## config.mk

```make
export PLATFORM = sky130hd
export DESIGN_NAME = instr_queue
export DESIGN_NICKNAME = d
export VERILOG_FILES = /design/src/rtl/instr_queue.sv
export SDC_FILE = /design/constraint.sdc
export NUM_CORES = 1
export LEC_CHECK = 0
export CAP_MARGIN = 20
export CORE_AREA = 10 10 145 147
export CTS_CLUSTER_DIAMETER = 40
export CTS_CLUSTER_SIZE = 30
export DETAILED_ROUTE_END_ITERATION = 7
export DIE_AREA = 0 0 155 157
export GPL_TIMING_DRIVEN = 0
export PLACE_DENSITY_LB_ADDON = 0.15
export SLEW_MARGIN = 40
export SYNTH_ARGS = -nofsm -noshare
export SYNTH_HDL_FRONTEND = slang
export SYNTH_SLANG_ARGS = --single-unit
```

## constraint.sdc

```tcl
create_clock -name clk -period 2.5 [get_ports clk]
set_input_delay 0.375 -clock clk [delete_from_list [all_inputs] [get_ports clk]]
set_output_delay 0.375 -clock clk [all_outputs]
set_load 0.005 [all_outputs]
```

## src/rtl/instr_queue.sv

```systemverilog
// Instruction prefetch queue between fetch and decode: a power-of-two circular
// buffer with one-cycle latency, a flush for redirects, and NOP on an empty head.
module instr_queue #(
  parameter int unsigned     WIDTH = 32,
  parameter int unsigned     DEPTH = 4,
  parameter logic [WIDTH-1:0] NOP  = '0
) (
  input  logic                       clk,
  input  logic                       rst,
  input  logic                       flush,
  input  logic                       in_valid,
  input  logic [WIDTH-1:0]           im_dout,
  output logic                       in_ready,
  input  logic                       out_ready,
  output logic                       out_valid,
  output logic [WIDTH-1:0]           instr,
  output logic [$clog2(DEPTH+1)-1:0] count
);

  localparam int unsigned PTR_W = $clog2(DEPTH);
  localparam int unsigned CNT_W = $clog2(DEPTH+1);
  localparam logic [CNT_W-1:0] FULL_CNT = CNT_W'(DEPTH);

  logic [WIDTH-1:0] mem_q [DEPTH];
  logic [PTR_W-1:0] rd_ptr_q, rd_ptr_d;
  logic [PTR_W-1:0] wr_ptr_q, wr_ptr_d;
  logic [CNT_W-1:0] count_q, count_d;
  logic             push, pop;

  // Handshakes look only at registered count, so in_ready never depends on out_ready.
  assign in_ready  = (count_q < FULL_CNT);
  assign out_valid = (count_q != '0);
  assign instr     = out_valid ? mem_q[rd_ptr_q] : NOP;
  assign count     = count_q;

  always_comb begin
    push     = in_valid && in_ready && !flush;
    pop      = out_valid && out_ready && !flush;
    rd_ptr_d = rd_ptr_q;
    wr_ptr_d = wr_ptr_q;
    count_d  = count_q;
    if (flush) begin
      rd_ptr_d = '0;
      wr_ptr_d = '0;
      count_d  = '0;
    end else begin
      // Pointers wrap for free because DEPTH is a power of two.
      if (push) wr_ptr_d = wr_ptr_q + PTR_W'(1);
      if (pop)  rd_ptr_d = rd_ptr_q + PTR_W'(1);
      if (push && !pop)      count_d = count_q + CNT_W'(1);
      else if (pop && !push) count_d = count_q - CNT_W'(1);
    end
  end

  always_ff @(posedge clk) begin
    if (rst) begin
      rd_ptr_q <= '0;
      wr_ptr_q <= '0;
      count_q  <= '0;
    end else begin
      rd_ptr_q <= rd_ptr_d;
      wr_ptr_q <= wr_ptr_d;
      count_q  <= count_d;
    end
  end

  // Storage is never cleared; only pointers and count carry meaning.
  always_ff @(posedge clk) begin
    if (push && !rst) mem_q[wr_ptr_q] <= im_dout;
  end

endmodule

```

Word level (Yosys, flattened, before mapping)

Memory sizes are Yosys's and may differ from the RTL's. A register that Yosys moved wholly into a read port is not among the register bits.
Cells that the tools add are included.

Bits in writable memories: 128
Register bits: 7
Memories: 1
Output and inout port bits: 37
Bits of input ports: 37

Memories:

| memory | words | width | read ports | clocked after Yosys merged registers in | write ports | RTL line | source |
|---|---|---|---|---|---|---|---|
| mem_q  | 4     | 32    | 1          | 1                                       | 1           | 24       | `logic [WIDTH-1:0] mem_q [DEPTH];` |

Add/subtract/negate cells: 4
Mux-type cells: 7
Reduce and logical (&&, ||, !) cells: 14
Order comparisons: 1

Operators with widths:

| cell                                             | count |
|---|---|
| two-way mux 32 bit                               | 1 |
| logical AND 1 bit                                | 7 |
| two-way mux 3 bit                                | 2 |
| adder 2 x 1 -> 2 bit, second input constant      | 2 |
| logical NOT 1 bit                                | 4 |
| two-way mux 2 bit                                | 2 |
| adder 3 x 1 -> 3 bit, second input constant      | 1 |
| < comparator 3 bit, second input constant        | 1 |
| nonzero test 3 bit                               | 1 |
| subtractor 3 x 1 -> 3 bit, second input constant | 1 |
| two-way mux 1 bit                                | 2 |
| nonzero test 2 bit                               | 1 |
| OR reduction 2 bit                               | 1 |

Logic depth before layout (Yosys ltp)

Gate-level depths: netlist of run 1.

Depth after elaboration: 7
Depth in mapped cells: 8
Gate-level depth less buffers: 8

Worst setup path before layout of run 1

Ideal clock, no wire load.

Kind: input-to-reg
Start: in flush
End: mem mem_q[0][0], enable pin
Setup slack: 0.280 ns
Setup time: 0.392 ns
Buffers on the path: 1
Stages on the path: 4
Data arrival time: 1.828 ns
Path through: or2_1 clkbuf_1 nor3b_2 and2_1

Cells in the longest elaborated chain, start to end: 5

RTL lines:

| what                                    | RTL line | source |
|---|---|---|
| start, declared                         | 10       | `input logic flush,` |
| logical NOT 1 bit                       | 37       | `push = in_valid && in_ready && !flush;` |
| logical AND 1 bit                       | 37       |  |
| logical AND 1 bit                       | 69       | `if (push && !rst) mem_q[wr_ptr_q] <= im_dout;` |
| two-way mux 1 bit                       | 69       |  |
| two-way mux 1 bit (not written as such) | 69       |  |
| end, declared                           | 24       |  |

No other way between the ends.

==> metrics.txt, run 1 <==
Hold WC Path Type=reg2reg; FF-to-FF End=count[2]; Starting Density=29.1%; startpoint types=register; depth of the CTS H-tree=4; Clock Skews=0.00656 ns; number of fill cells in the layout=about 1700; Leakage=2.46 nW; Reg clk slew, reported paths=0.06 ns; flops & latches, synth=137; hpwl dp=6790 um; Routed Antenna Nets=0; Worst Hold End=rd_ptr_q[1]; Power Density=799 mW/mm2; vias in the first global route=approximately 2800; reg2reg start=count[0]; Peak Freq=approximately 420 MHz; Max clock buf depth=2; Pins Over Slew Limit=0; CTS Sinks=137; final setup margin=0.111 ns; ant diodes=0; Mapped Area=0.00534 mm2; vias=2540; critical path fanouts, max=5; # Max-Cap Violations=0; pin count of the biggest net entering global routing=31; final net count=389; Post-Synthesis Cells=250; gpl congestion=0.636; design area=0.00711 mm2; final setup TNS=0 ns; worst hold path cell count=2; R2R cell count=8; post-DR vias/cell=4.28; Mapped Nets=293; CP Capture Type=output pin; CTS Buf Count=17; grt total ovfl=0; Die Height=157 um; Worst Path Required=2.12 ns; crit path kind=reg2out; RSZ-0062 raised after global routing=false; worst endpoint data arrival time=2.01 ns; PortBufs=73; core footprint=roughly 0.018 mm2; die width=155 um; post-CTS setup buffers=0; peak supply drop=0.445 mV; Final min period=2.39 ns; DR iter-0 viols=138; Overall Global Routing Usage=9.23%; initial antenna violation count=0; dpl cell area=about 0.0065 mm2; Slew headroom=between 60% and 70%; Worst-Margin Slew=~0.47 ns; synth-to-layout area growth=33.1%; number of I/O pins=74; Placement Setup Slack=-0.131 ns; clk_lat worst skew=~0.41 ns; total power=0.00568 W; R2R setup slack=about 0.34 ns; Worst Hold Launch=rd_ptr_q[1]; die area=0.0243 mm2; number of detailed-route iterations in the first pass=4; Final Cycle Share=95.6%; layout cells sized above 1=23.4%; # setup viols final=0; Synth cell types=24; first-pass GRT wire length=16400 um; Syn Area/Cell=between 20 and 25 um2; Routed WL=around 11000 um; post-synthesis sequential area ratio=approximately three quarters; clock root buffer=clkbuf_16; row cnt=50; final hold violation count=0; cts hold-fix bufs=0; routed wire length per instance=18.1 um; DRC=0; CTS tree=done; status=complete, no violations; Syn. warnings=0
==> sequential cells by signal (all words and copies together) (netlist names), named ones only <==
name	flops
mem_q	128
count	3
rd_ptr_q	2
wr_ptr_q	2
==> metal layers <==
layer | GRT usage, % | part of all wire (%) | wire length [um]
met1 | 9.85 | 40 | 4350
met4 | 4.86 | 1.9 | 204
met3 | 3.25 | 4.8 | 515
met2 | 15.8 | 53 | 5690
met5 | 0 | 0 | 0
==> what timing repair did <==
item | CTS | global route
gates resized for setup | 34 | 2
gates cloned | 0 | 0
setup endpoints to repair | 31 | 2
==> how the worst max path moves through the flow <==
| stage | from | cells after the start | slack [ns] | endpoint |
|---|---|---|---|---|
| final | register | 4 | 0.11 | instr[0] |
| after detailed placement | flush | 6 | -0.13 | mem_q[1][14] |
| after floorplan | flush | 4 | 0.28 | mem_q[0][0] |
| after CTS | register | 4 | 0.003 | instr[31] |
| after global placement | flush | 5 | -1.09 | mem_q[2][3] |
| after global routing | register | 5 | 0.008 | instr[9] |
==> synth_stat cells <==
| cell type | count | area, um2 |
|---|---|---|
| a21oi_1 | 1 | 5.00 |
| and2_1 | 36 | 225 |
| buf_12 | 3 | 60.1 |
| buf_2 | 3 | 15.0 |
| buf_6 | 1 | 11.3 |
| clkbuf_1 | 4 | 15.0 |
| dfxtp_1 | 9 | 180 |
| edfxtp_1 | 128 | 3840 |
| fa_1 | 1 | 20.0 |
| ha_1 | 5 | 62.6 |
| inv_1 | 4 | 15.0 |
| mux2i_1 | 2 | 20.0 |
| mux4_1 | 2 | 52.6 |
| mux4_2 | 30 | 676 |
| nor2_1 | 7 | 26.3 |
| nor3b_2 | 2 | 25.0 |
| o21ai_0 | 1 | 5.00 |
| o311ai_0 | 1 | 8.76 |
| o31ai_1 | 1 | 7.51 |
| or2_1 | 1 | 6.26 |
| or2_2 | 1 | 6.26 |
| or3_1 | 2 | 12.5 |
| xnor2_1 | 1 | 8.76 |
| xor2_1 | 4 | 35.0 |
==> cell families (layout without fill, tap and decap cells) <==
| family | after synthesis | after routing | share of synthesized area, % |
|---|---|---|---|
| AOI/OAI and AO/OA | 4 | 4 | 0.492 |
| xor gates and xnor gates | 5 | 5 | 0.820 |
| and+or+nand+nor | 49 | 49 | 5.64 |
| adders and majority gates | 6 | 6 | 1.55 |
| buffers and inverters | 15 | 124 | 2.18 |
| DFF | 137 | 137 | 75.3 |
| muxes | 34 | 34 | 14.0 |
==> final cells by class <==
| type | count | area, um2 | share of cell area [%] |
|---|---|---|---|
| Timing Repair Buffer | 77 | 791 | 11.1 |
| Buffer | 11 | 105 | 1.48 |
| Inverter | 4 | 15.0 | 0.211 |
| Clock buffer | 18 | 429 | 6.03 |
| Tap cell | 234 | 293 | 4.12 |
| Clock inverter | 14 | 243 | 3.41 |
| Multi-Input combinational cell | 98 | 1210 | 17.1 |
| Sequential cell | 137 | 4020 | 56.6 |
==> critical path: stages (launching register included) <==
cell and delay (ns):
dfxtp_1 0.32, buf_6 0.15, mux4_2 0.50, and2_1 0.19
clkdlybuf4s50_1 0.45
==> where the power goes <==
group	switching, W	total, W	internal (W)
combinational	0.000135	0.000313	0.000178
sequential	0.0000105	0.00254	0.00253
clock	0.000945	0.00282	0.00188
total	0.00109	0.00568	0.00459
==> layout by cell type (no fill, tap or decap), types with 2 or more instances in the layout <==
master,synthesis,layout
bufinv_16,0,6
buf_2,3,3
dlygate4sd2_1,0,30
and2_1,36,32
nor3b_2,2,2
mux4_2,30,31
and2_4,0,4
clkbuf_2,0,3
buf_16,0,2
clkinv_2,0,2
ha_1,5,5
clkinv_4,0,3
clkbuf_16,0,17
buf_12,3,5
nor2_1,7,7
dfxtp_1,9,9
xor2_1,4,4
inv_1,4,4
edfxtp_1,128,128
mux2i_1,2,2
inv_6,0,3
clkbuf_1,4,2
clkdlybuf4s50_1,0,42
==> per-stage QoR <==
stage               hold slack [ns]  util, %  instances
floorplan                     0.474        -        250
global placement              0.518     34.7        557
detailed placement            0.511     35.3        561
CTS                           0.536     38.8        593
global route                  0.563     38.8        593
finish                        0.529     38.8        593
(Power assumes the default switching activity.)
==> inputs of run 2 (changes only) <==
- CAP_MARGIN: 20 -> unset
==> results of run 2 <==
Same layout as run 1: the final DEF is identical, and so are final timing and power.
